==> src/rtl/mult_hilo_ctrl_pkg.sv <==
// mult_hilo_ctrl_pkg: shared state encoding and default sizing for the HI/LO multiply controller.
package mult_hilo_ctrl_pkg;
  localparam int W_DEF = 32;
  localparam int MULT_LAT_DEF = 2;
  localparam logic [1:0] IDLE = 2'd0;
  localparam logic [1:0] WAIT = 2'd1;
  localparam logic [1:0] CAPTURE = 2'd2;
endpackage

==> src/rtl/mult_hilo_ctrl_unsigned_fix.sv <==
// mult_unsigned_fix: turns a signed 2W-bit product into the unsigned product of the same operands.
module mult_unsigned_fix
  import mult_hilo_ctrl_pkg::*;
#(
  parameter int W = W_DEF
) (
  input  logic [2*W-1:0] z,
  input  logic [W-1:0]   a,
  input  logic [W-1:0]   b,
  input  logic           sgn,
  output logic [2*W-1:0] res
);
  logic [2*W-1:0] fa, fb;
  // An operand with its top bit set was read as value-2^W, so add the other operand back in at weight 2^W.
  assign fa = a[W-1] ? {b, {W{1'b0}}} : '0;
  assign fb = b[W-1] ? {a, {W{1'b0}}} : '0;
  assign res = sgn ? z : z + fa + fb;
endmodule

==> src/rtl/mult_hilo_ctrl.sv <==
// mult_hilo_ctrl: issues multiplies to an external pipelined multiplier and writes the product into HI/LO.
// Define MULT_UNSIGNED_EN to honour req_signed and build the unsigned-product correction.
module mult_hilo_ctrl
  import mult_hilo_ctrl_pkg::*;
#(
  parameter int W = W_DEF,
  parameter int MULT_LAT = MULT_LAT_DEF
) (
  input  logic           clk,
  input  logic           reset,
  input  logic           req_valid,
  output logic           req_ready,
  input  logic           req_signed,
  input  logic [W-1:0]   req_a,
  input  logic [W-1:0]   req_b,
  output logic [W-1:0]   mul_a,
  output logic [W-1:0]   mul_b,
  input  logic [2*W-1:0] mul_z,
  input  logic           wr_hi,
  input  logic           wr_lo,
  input  logic [W-1:0]   wr_data,
  output logic [W-1:0]   hi,
  output logic [W-1:0]   lo,
  output logic           busy,
  output logic           done
);
  localparam int CW = $clog2(MULT_LAT + 1);
  logic [1:0] state;
  logic [CW-1:0] cnt;
  logic [2*W-1:0] prod;
  assign req_ready = (state == IDLE);
`ifdef MULT_UNSIGNED_EN
  logic sgn;
  always_ff @(posedge clk or negedge reset)
    if (!reset) sgn <= 1'b1;
    else if (state == IDLE && req_valid) sgn <= req_signed;
  mult_unsigned_fix #(.W(W)) u_fix (
    .z(mul_z),
    .a(mul_a),
    .b(mul_b),
    .sgn(sgn),
    .res(prod)
  );
`else
  logic unused_signed;
  assign unused_signed = req_signed;
  assign prod = mul_z;
`endif
  always_ff @(posedge clk or negedge reset)
    if (!reset) begin
      state <= IDLE;
      cnt <= '0;
      mul_a <= '0;
      mul_b <= '0;
      hi <= '0;
      lo <= '0;
      busy <= 1'b0;
      done <= 1'b0;
    end else begin
      done <= 1'b0;
      case (state)
        IDLE: if (req_valid) begin
          mul_a <= req_a;
          mul_b <= req_b;
          cnt <= CW'(MULT_LAT - 1);
          busy <= 1'b1;
          state <= WAIT;
        end
        WAIT: begin
          cnt <= (cnt == 0) ? cnt : cnt - 1'b1;
          if (cnt == 0) state <= CAPTURE;
        end
        CAPTURE: begin
          {hi, lo} <= prod;
          busy <= 1'b0;
          done <= 1'b1;
          state <= IDLE;
        end
        default: state <= IDLE;
      endcase
      // The multiply result owns HI/LO in the capture cycle; direct writes there are dropped.
      if (state != CAPTURE) begin
        if (wr_hi) hi <= wr_data;
        if (wr_lo) lo <= wr_data;
      end
    end
endmodule

==> config.mk <==
export PLATFORM = sky130hd
export DESIGN_NAME = mult_hilo_ctrl
export DESIGN_NICKNAME = d
export VERILOG_FILES = /design/src/rtl/mult_hilo_ctrl_pkg.sv /design/src/rtl/mult_hilo_ctrl_unsigned_fix.sv /design/src/rtl/mult_hilo_ctrl.sv
export SDC_FILE = /design/constraint.sdc
export NUM_CORES = 1
export LEC_CHECK = 0
export CAP_MARGIN = 20
export CORE_UTILIZATION = 35
export CTS_CLUSTER_DIAMETER = 50
export CTS_CLUSTER_SIZE = 10
export DETAILED_ROUTE_END_ITERATION = 10
export GPL_TIMING_DRIVEN = 0
export PLACE_DENSITY = 0.72
export RECOVER_POWER = 100
export SKIP_CTS_REPAIR_TIMING = 1
export SLEW_MARGIN = 20
export SYNTH_ARGS = -nofsm -noshare
export SYNTH_HDL_FRONTEND = slang
export SYNTH_HIERARCHICAL = 1
export SYNTH_SLANG_ARGS = --single-unit
==> constraint.sdc <==
create_clock -name clk -period 1.95 [get_ports clk]
set_input_delay 0.195 -clock clk [delete_from_list [all_inputs] [get_ports clk]]
set_output_delay 0.195 -clock clk [all_outputs]
set_load 0.1 [all_outputs]
==> flow_metrics.tcl <==
set metrics [dict create \
    status "finished, final reports clean" \
    ioPinCount 297 \
    die_h_um 136.0 \
    fin_crit_ps 1850 \
    cts_root_buf "clkbuf_16" \
    fin_crit_sh 0.9487 \
    grt_usage 0.1842 \
    grt_overflow 0 \
    cts.path.max_buffers 2 \
    grt_pass1_vias 4700 \
    r2r_cells 5 \
    h-tree-depth 4 \
    hold_viol 0 \
    port_buffers 293 \
    grt_pass1_wl_um 25510 \
    via_per_inst 4.651 \
    cts_sinks 134 \
    worstPathArrival_ps 1650 \
    drtAntennaViolNets 0 \
    drt_iter0_drc 64 \
    final_area_mm2 0.009602 \
    first_pass_iters 4 \
    crit_fanout 2 \
    clk_pin_slew_ps 60 \
    syn-cell-area_mm2 0.006287 \
    mostFrequentLayoutCells "clkdlybuf4s50_1, dfrtp_1, mux2_2, clkbuf_1, mux2_1" \
    critical_path_class "flop to primary output" \
    antenna_found_initial 0 \
    min_to "hi[0]" \
    syn_inst 368 \
    wl_per_cell_um 18.68 \
    r2r_slack_ps 170 \
    crit_chain "clkbuf_1" \
    slew_headroom 0.1875 \
    seq_area_frac_synth 0.5333 \
    fp-row-count 48 \
    nets 849 \
    worst_slew_pin_slew_ps 1224 \
    place_hpwl_um 12680 \
    post_dp_cell_area_mm2 0.009537 \
    hold-path-cell-count 3 \
    finClkSkew_ps 11.56 \
    cp-start-kind "flop" \
    cp_slowest_stage_delay_ps 890 \
    yosysUniqueCellTypes 25 \
    fmax_mhz 540.6 \
    syn_nets 535 \
    crit_slowest_cell "clkbuf_1" \
    area_delta_synth_final_pct 52.72 \
    coreArea_mm2 0.01742 \
    cp_top_family "buffers and inverters" \
    hp-class "primary input to flop" \
    cts_buffers 17 \
    maxCapViolCount 0 \
    n_antenna_cell 0 \
    start_util 0.3610 \
    setup_viol 0 \
    rsz0062_at_grt "no" \
    yosysWarnings 6 \
    worstSetupEndpointType "primary output" \
    r2r_end "mul_b[23]" \
    tritoncts "yes" \
    dieArea_mm2 0.01850 \
    routabilityCongestion 0.7240 \
    syn_avg_cell_area_um2 17.09 \
    final_max_slew_viol_count 0 \
    crit_buf_inv 1 \
    drive_above_1_share 0.2647 \
    final_core_util 0.5513 \
    critPathRequiredTime_ps 1750 \
    hp-start "wr_hi" \
    final_common_cell "clkdlybuf4s50_1" \
    rr_startpoint "state[0]" \
    ys_ff_latch 134 \
    wl_um 17180 \
    drcViolationCount 0 \
    grt_max_degree 75 \
    vias 4279 \
    insertion_delay_ps 420 \
    die_w_um 136.0 \
]
metrics by stage:
step           setup TNS, ps  std cells  worst slack (ps)  hold WS, ps
2_1_floorplan              0        368             421.1       -100.6
3_3_place_gp         -606630        886             -4538        479.9
6_report                   0        920             100.1        249.4
3_5_place_dp               0        887             9.421        204.6
4_1_cts               -22690        919            -460.4       -249.8
5_1_grt                    0        920             71.63        265.7
synthesized netlist by cell type:
cell      instances  area share
nand2_1           1     0.00060
nor4bb_1          1      0.0016
nor3b_2           1      0.0020
o21a_1            1      0.0012
buf_4             4      0.0048
nor4b_1           1      0.0014
a211o_1           1      0.0014
a221oi_1          1      0.0014
nor2b_1           1      0.0010
and2b_1           1      0.0012
nand2b_2          1      0.0014
mux2_4           98        0.23
inv_1             3      0.0018
clkbuf_2          2      0.0016
buf_6             9       0.016
ha_1              1      0.0020
buf_12            6       0.019
mux2_2           91        0.16
mux2_1            3      0.0054
buf_2             2      0.0016
o21bai_1          1      0.0012
nor2_1            2      0.0012
a21oi_1           1     0.00080
and3_1            1      0.0010
dfrtp_1         134        0.53
metal layers:
| layer | track usage | vias up | wire length (µm) |
|---|---|---|---|
| li1 | - | 1954 | - |
| met5 | 0 | - | 0 |
| met2 | 0.3260 | 173 | 8989 |
| met3 | 0.05183 | 20 | 1345 |
| met1 | 0.2116 | 2132 | 6603 |
| met4 | 0.06296 | 0 | 245 |
cell type report:
type / count / area, µm²
plain buffers: 23 / 237.7
repair buffers: 295 / 2701
flip-flops and latches: 134 / 3353
clock buffers: 18 / 439.2
clock inverters: 14 / 162.7
inverters: 3 / 11.26
fillers: 1537 / 7815
multi-input cells: 208 / 2415
well taps: 225 / 281.5
sequential cells by signal, summed over array words and instances, names as in the netlist:
| name | flops |
|---|---|
| busy | 1 |
| state | 2 |
| lo | 32 |
| cnt | 2 |
| mul_a | 32 |
| mul_b | 32 |
| hi | 32 |
| done | 1 |
how the worst max path moves through the flow:
stage                   start         to  slack (ps)  cells past startpoint
finish              mul_b[15]  mul_b[15]         100                      1
detailed placement   state[0]  req_ready           9                      3
global route        mul_b[28]  mul_b[28]          70                      1
floorplan              lo[28]     lo[28]         420                      2
global placement        reset     lo[10]       -4540                      1
CTS                  state[0]  req_ready        -460                      3
logic make-up (layout without fill, tap and decap cells):
logic type               after synthesis  in the layout  synth area share
multiplexers                         192            192            0.4024
flip-flops                           134            134            0.5333
buffers and inverters                 26            353           0.04498
AND/OR/NAND/NOR                       10             10           0.01135
AO/OA/AOI/OAI                          5              5          0.005971
adder cells (fa/ha/maj)                1              1          0.001990
Power is not shown: default switching activity piles up to over one toggle a cycle in this logic, so the estimate is an artifact.
